==> config.mk <==
export PLATFORM = sky130hd
export DESIGN_NAME = bus_capture_wr
export DESIGN_NICKNAME = d
export VERILOG_FILES = /design/src/rtl/bus_capture_pkg.sv /design/src/rtl/bus_capture_wr.sv
export SDC_FILE = /design/constraint.sdc
export NUM_CORES = 1
export LEC_CHECK = 0
export ABC_CLOCK_PERIOD_IN_PS = 3470
export BUFFER_PORTS_ARGS = -buffer_cell sky130_fd_sc_hd__buf_2
export CORE_AREA = 2 2 82 84
export DETAILED_ROUTE_END_ITERATION = 7
export DIE_AREA = 0 0 84 86
export PLACE_DENSITY = 0.72
export SETUP_SLACK_MARGIN = 0.1
export SYNTH_ARGS = -nofsm -noshare
export SYNTH_HDL_FRONTEND = slang
export SYNTH_SLANG_ARGS = --single-unit
==> constraint.sdc <==
create_clock -name i_Bus_Clk -period 3.47 [get_ports i_Bus_Clk]
set_input_delay 0.347 -clock i_Bus_Clk [delete_from_list [all_inputs] [get_ports i_Bus_Clk]]
set_output_delay 0.347 -clock i_Bus_Clk [all_outputs]
set_load 0.05 [all_outputs]
==> src/rtl/bus_capture_pkg.sv <==
// Shared register map, control bit positions and FSM encoding for the
// bus-controlled sample capture writer.
package bus_capture_pkg;

  localparam logic [1:0] REG_CTRL   = 2'd0;
  localparam logic [1:0] REG_LENGTH = 2'd1;
  localparam logic [1:0] REG_STATUS = 2'd2;
  localparam logic [1:0] REG_COUNT  = 2'd3;

  localparam int CTRL_ARM_BIT   = 0;
  localparam int CTRL_ABORT_BIT = 1;

  typedef enum logic [1:0] {
    ST_IDLE    = 2'd0,
    ST_ARMED   = 2'd1,
    ST_CAPTURE = 2'd2,
    ST_DONE    = 2'd3
  } state_t;

  // STATUS layout: {12'b0, state, done, busy}
  function automatic logic [15:0] status_word(input state_t st);
    logic busy;
    logic done;
    busy = (st == ST_ARMED) || (st == ST_CAPTURE);
    done = (st == ST_DONE);
    status_word = {12'h000, st, done, busy};
  endfunction

endpackage

==> src/rtl/bus_capture_wr.sv <==
// Bus-programmed capture engine: after ARM and trigger, streams valid samples
// into a capture RAM write port until LENGTH words are stored.
module bus_capture_wr
  import bus_capture_pkg::*;
#(
  parameter int DEPTH = 256
) (
  input  logic                     i_Bus_Clk,
  input  logic                     i_Bus_Rst_L,
  input  logic                     i_Bus_CS,
  input  logic                     i_Bus_Wr_Rd_n,
  input  logic [15:0]              i_Bus_Addr8,
  input  logic [15:0]              i_Bus_Wr_Data,
  output logic [15:0]              o_Bus_Rd_Data,
  output logic                     o_Bus_Rd_DV,
  input  logic                     i_Trig,
  input  logic                     i_Smp_DV,
  input  logic [15:0]              i_Smp_Data,
  output logic [$clog2(DEPTH)-1:0] o_Wr_Addr,
  output logic                     o_Wr_DV,
  output logic [15:0]              o_Wr_Data,
  output logic                     o_Done_Irq
);

  localparam int AW = $clog2(DEPTH);
  // One extra bit so COUNT/LENGTH can hold DEPTH itself.
  localparam int CW = AW + 1;
  localparam logic [CW-1:0] DEPTH_C = CW'(DEPTH);

  state_t          state_q, state_d;
  logic [CW-1:0]   count_q, count_d;
  logic [CW-1:0]   length_q, length_d;
  logic [AW-1:0]   wr_addr_q, wr_addr_d;
  logic [15:0]     wr_data_q, wr_data_d;
  logic            wr_dv_q, wr_dv_d;
  logic            done_irq_q, done_irq_d;
  logic [15:0]     rd_data_q, rd_data_d;
  logic            rd_dv_q, rd_dv_d;

  logic [1:0] reg_sel_s;
  logic       bus_wr_s;
  logic       bus_rd_s;
  logic       ctrl_wr_s;
  logic       abort_s;
  logic       arm_s;
  logic       accept_s;
  logic       last_s;
  logic       len_idle_s;

  assign reg_sel_s = i_Bus_Addr8[2:1];
  assign bus_wr_s  = i_Bus_CS & i_Bus_Wr_Rd_n;
  assign bus_rd_s  = i_Bus_CS & ~i_Bus_Wr_Rd_n;
  assign ctrl_wr_s = bus_wr_s & (reg_sel_s == REG_CTRL);
  // ABORT outranks ARM when both strobes arrive in one write.
  assign abort_s   = ctrl_wr_s & i_Bus_Wr_Data[CTRL_ABORT_BIT];
  assign arm_s     = ctrl_wr_s & i_Bus_Wr_Data[CTRL_ARM_BIT] & ~abort_s;
  assign accept_s  = ~abort_s & i_Smp_DV &
                     ((state_q == ST_CAPTURE) || ((state_q == ST_ARMED) && i_Trig));
  assign last_s    = accept_s && ((count_q + CW'(1)) == length_q);
  assign len_idle_s = (state_q == ST_IDLE) || (state_q == ST_DONE);

  // State register
  always_ff @(posedge i_Bus_Clk or negedge i_Bus_Rst_L) begin
    if (!i_Bus_Rst_L) begin
      state_q <= ST_IDLE;
    end else begin
      state_q <= state_d;
    end
  end

  // Next-state logic
  always_comb begin
    state_d = state_q;
    if (abort_s) begin
      state_d = ST_IDLE;
    end else begin
      case (state_q)
        ST_IDLE, ST_DONE: begin
          if (arm_s) state_d = ST_ARMED;
          else       state_d = state_q;
        end
        ST_ARMED: begin
          if (i_Trig) state_d = last_s ? ST_DONE : ST_CAPTURE;
          else        state_d = ST_ARMED;
        end
        ST_CAPTURE: begin
          if (last_s) state_d = ST_DONE;
          else        state_d = ST_CAPTURE;
        end
        default: state_d = ST_IDLE;
      endcase
    end
  end

  // Output and datapath next values
  always_comb begin
    count_d    = count_q;
    length_d   = length_q;
    wr_dv_d    = 1'b0;
    wr_addr_d  = wr_addr_q;
    wr_data_d  = wr_data_q;
    done_irq_d = last_s;
    rd_dv_d    = bus_rd_s;
    rd_data_d  = 16'h0000;

    if (accept_s) begin
      wr_dv_d   = 1'b1;
      wr_addr_d = count_q[AW-1:0];
      wr_data_d = i_Smp_Data;
      count_d   = count_q + CW'(1);
    end else if (arm_s && len_idle_s) begin
      count_d = {CW{1'b0}};
    end else begin
      count_d = count_q;
    end

    if (bus_wr_s && (reg_sel_s == REG_LENGTH) && len_idle_s) begin
      if ((i_Bus_Wr_Data == 16'h0000) || ({1'b0, i_Bus_Wr_Data} > 17'(DEPTH))) begin
        length_d = DEPTH_C;
      end else begin
        length_d = CW'(i_Bus_Wr_Data);
      end
    end else begin
      length_d = length_q;
    end

    if (bus_rd_s) begin
      case (reg_sel_s)
        REG_CTRL:   rd_data_d = 16'h0000;
        REG_LENGTH: rd_data_d = 16'(length_q);
        REG_STATUS: rd_data_d = status_word(state_q);
        REG_COUNT:  rd_data_d = 16'(count_q);
        default:    rd_data_d = 16'h0000;
      endcase
    end else begin
      rd_data_d = 16'h0000;
    end
  end

  // Datapath and output registers
  always_ff @(posedge i_Bus_Clk or negedge i_Bus_Rst_L) begin
    if (!i_Bus_Rst_L) begin
      count_q    <= {CW{1'b0}};
      length_q   <= DEPTH_C;
      wr_dv_q    <= 1'b0;
      wr_addr_q  <= {AW{1'b0}};
      wr_data_q  <= 16'h0000;
      done_irq_q <= 1'b0;
      rd_dv_q    <= 1'b0;
      rd_data_q  <= 16'h0000;
    end else begin
      count_q    <= count_d;
      length_q   <= length_d;
      wr_dv_q    <= wr_dv_d;
      wr_addr_q  <= wr_addr_d;
      wr_data_q  <= wr_data_d;
      done_irq_q <= done_irq_d;
      rd_dv_q    <= rd_dv_d;
      rd_data_q  <= rd_data_d;
    end
  end

  assign o_Wr_DV       = wr_dv_q;
  assign o_Wr_Addr     = wr_addr_q;
  assign o_Wr_Data     = wr_data_q;
  assign o_Done_Irq    = done_irq_q;
  assign o_Bus_Rd_DV   = rd_dv_q;
  assign o_Bus_Rd_Data = rd_data_q;

endmodule

==> results.json <==
{
  "maxClockFrequency_mhz": 412,
  "post_synth_instance_area_um2": 2790,
  "post_route_drc": 0,
  "worst_hold_path_type": "input port to asynchronous set/reset pin",
  "cts_tree": "done",
  "synth_area_leaders": "sky130_fd_sc_hd__dfrtp_1 (49%), sky130_fd_sc_hd__nand2_1 (12%), sky130_fd_sc_hd__a22o_1 (2.8%)",
  "postCtsSetupBuffers": 0,
  "fp.dieW_um": 84,
  "first_global_vias": 2121,
  "global_route.overflow_total": 0,
  "final.period_utilization": 0.699,
  "antenna_violating_nets_post_route": 0,
  "port-buffer-count": 75,
  "synth.most_common_cell": "sky130_fd_sc_hd__nand2_1",
  "timing.critical_path.slowest_cell_delay_ns": 0.50,
  "grt_pass1_wl_mm": 10.4,
  "worst_pin_slew_ns": 0.700,
  "ys_seq_elements": 56,
  "hpwlAfterDp_mm": 4.32,
  "htreeDepth": 2,
  "synth_enable_flop_cells": 0,
  "area_taken_by_flip_flops_and_latches_um2": 1400,
  "portion_of_synthesized_cell_area_occupied_by_the_leading_cell_type": 0.494,
  "crit_chain": "ha_1, and3_4, or3_1, a32oi_1, a21oi_1, a2111oi_4, o31a_1",
  "fill_cells": 593,
  "wl_mm": 6.03,
  "final_net_count": 418,
  "clk_pin_slew_worst_paths_ns": 0.10,
  "highest-signal-layer": "met4",
  "setup_skew_after_layout_ns": 0.00932,
  "groute.usage.overall": 0.177,
  "clk_latency_ns": 0.31,
  "met3WireLength_um": 230,
  "synth.yosys.seq_area_share": 0.504,
  "layout-drive-gt1-share": 0.274,
  "finalSetupTns_ns": 0,
  "synth_cell_type_count": 51,
  "total_die_area_um2": 7220,
  "finalWeightedCongestion": 0.868,
  "postCtsHoldBufs": 0,
  "rsz_0062_raised_after_global_routing": "false",
  "drt-pass1-iter-count": 4,
  "slew-limit-headroom": 0.533,
  "cp.arrival_ns": 2.67,
  "initial_utilization": 0.444,
  "vdd_drop_max_mv": 0.345,
  "antenna_found_initial": 0,
  "postSynthAreaPerCell_um2": 9.51,
  "finalHoldViolCount": 0,
  "synthToLayoutAreaGrowth_pct": 16.6,
  "pwr_density_cell_nw_per_um2": 695,
  "io_pins": 97,
  "finalSetupViolCount": 0,
  "multi_input_comb_area_um2": 1240,
  "number_of_vias_in_the_routed_layout": 2187,
  "dominantRegCellSynth": "sky130_fd_sc_hd__dfrtp_1",
  "grt_start_max_net_pins": 34,
  "placedCellCount": 430,
  "met1_routed_wirelength_after_detailed_routing_mm": 2.82,
  "maxSlewViolCount": 0,
  "cts.sinks": 56,
  "synth_async_sr_flop_share": 1.00,
  "post_cts_resize_count": 0,
  "outcome": "finished clean",
  "start_kind": "flip-flop",
  "timing.max_cap.violations": 0,
  "cts-root-to-sink-buffers": 2,
  "post-route-min-period_ns": 2.43,
  "synthesis.instances": 293,
  "die_height_um": 86,
  "power_leakage_nw": 1.70,
  "finalHoldWorstSlack_ns": 0.0731,
  "crit_path_top_delay_cell": "sky130_fd_sc_hd__dfrtp_1",
  "number_of_cts_inserted_buffers": 5,
  "post_synth_most_frequent_cells": "sky130_fd_sc_hd__nand2_1 (88), sky130_fd_sc_hd__dfrtp_1 (55), sky130_fd_sc_hd__nor2_1 (17), sky130_fd_sc_hd__o21ai_1 (11)",
  "rows": 29,
  "critPathMaxFanout": 10,
  "synthesis.yosys.warnings": 0,
  "cp_data_required_time_ns": 3.72,
  "crit_path_end_kind": "flip-flop",
  "criticalPathCategory": "flip-flop to flip-flop",
  "detailroute.wirelength.met2_mm": 2.88,
  "routedWlPerCell_um": 13.8,
  "cts_root_buffer": "sky130_fd_sc_hd__clkbuf_8",
  "core_area_um2": 6280,
  "netlist.top_cell.by_area": "sky130_fd_sc_hd__dfrtp_1",
  "detail_route.vias_per_cell": 4.99,
  "layoutNonFillerInstCount": 438,
  "antenna_cells": 0,
  "drt_iter0_drc": 208,
  "finish.utilization": 0.517
}
==> cell families (layout without fill, tap and decap cells) <==
kind of cell,count (synthesis),in the layout,synth area share
DFF,56,56,0.504
xor gates and xnor gates,12,12,0.0431
other,1,7,0.00135
adders and majority gates,4,4,0.0180
AOI/OAI and AO/OA,48,48,0.125
and+or+nand+nor,137,137,0.227
buffers and inverters,29,91,0.0597
muxes,6,6,0.0220
==> through the flow <==
stage               worst slack (ns)  power, W  cell area [um^2]
floorplan                       1.44   0.00169              2810
global placement                1.07   0.00188              3150
detailed placement              1.03   0.00190              3150
CTS                             1.04   0.00228              3250
global route                   0.901   0.00240              3250
finish                          1.04   0.00226              3250
==> per-layer routing <==
| metal | vias up | global-route usage |
|---|---|---|
| met5 | - | 0 |
| met4 | 0 | 0.0528 |
| met3 | 6 | 0.0212 |
| met2 | 56 | 0.297 |
| met1 | 1026 | 0.242 |
| li1 | 1099 | - |
==> state kept, by name, summed over array words and instances, names as in the netlist <==
name and count:
o_Wr_DV 1, o_Wr_Data 16, o_Wr_Addr 8, o_Done_Irq 1, state_q 2, length_q 9
o_Bus_Rd_DV 1, o_Bus_Rd_Data 9, count_q 9
==> worst max-delay path: cells and delay by family, from the launching register on <==
family,cells,cell delay (ns)
flops,1,0.50
fa+ha+maj,1,0.40
simple gates,2,0.55
compound gates,4,0.90
==> final timing paths <==
| check | start | end | slack (ns) | cells past startpoint |
|---|---|---|---|---|
| worst min register to register | o_Wr_Data[6] | o_Wr_Data[6] | 0.48 | 2 |
| worst min-delay path | i_Bus_Rst_L | length_q[2] | 0.07 | 1 |
| worst max-delay path | count_q[0] | state_q[0] | 1.04 | 7 |
| min in group i_Bus_Clk | i_Smp_Data[12] | o_Wr_Data[12] | 0.21 | 3 |
| max in group asynchronous | i_Bus_Rst_L | count_q[6] | 2.61 | 2 |
| worst max register to register | count_q[0] | state_q[0] | 1.04 | 7 |
==> where the power goes <==
| part | internal, W | switching [W] |
|---|---|---|
| logic | 0.000262 | 0.000719 |
| clock network | 0.000162 | 0.000214 |
| registers | 0.000788 | 0.000113 |
| total | 0.00121 | 0.00105 |
==> placed cells by master, fill, tap and decap left out, types with 2 or more instances in the layout <==
cell type,netlist,routed
sky130_fd_sc_hd__a21o_1,3,3
sky130_fd_sc_hd__a21oi_1,5,5
sky130_fd_sc_hd__a22o_1,9,9
sky130_fd_sc_hd__a22oi_1,4,4
sky130_fd_sc_hd__a32oi_1,2,2
sky130_fd_sc_hd__and2_0,2,2
sky130_fd_sc_hd__and4_1,3,3
sky130_fd_sc_hd__buf_2,7,75
sky130_fd_sc_hd__buf_4,9,2
sky130_fd_sc_hd__clkbuf_8,0,6
sky130_fd_sc_hd__clkinvlp_4,0,2
sky130_fd_sc_hd__conb_1,1,7
sky130_fd_sc_hd__dfrtp_1,55,55
sky130_fd_sc_hd__ha_1,4,4
sky130_fd_sc_hd__inv_1,5,5
sky130_fd_sc_hd__mux2i_1,5,5
sky130_fd_sc_hd__nand2_1,88,88
sky130_fd_sc_hd__nand2b_1,3,3
sky130_fd_sc_hd__nand3_1,2,2
sky130_fd_sc_hd__nand4_2,2,2
sky130_fd_sc_hd__nor2_1,17,17
sky130_fd_sc_hd__nor2_2,2,2
sky130_fd_sc_hd__nor2b_1,2,2
sky130_fd_sc_hd__nor3_1,2,2
sky130_fd_sc_hd__nor4_1,3,3
sky130_fd_sc_hd__o21ai_0,5,5
sky130_fd_sc_hd__o21ai_1,11,11
sky130_fd_sc_hd__o31ai_1,4,4
sky130_fd_sc_hd__xnor2_1,9,9
==> cell type report <==
type                    instances  share of cell area
well taps                      77              0.0297
flip-flops and latches         56               0.432
multi-input cells             214               0.381
repair buffers                 77               0.120
inverters                       6             0.00693
clock buffers                   6              0.0254
clock inverters                 2             0.00462
Note: power is estimated with default switching activity, not from simulation.
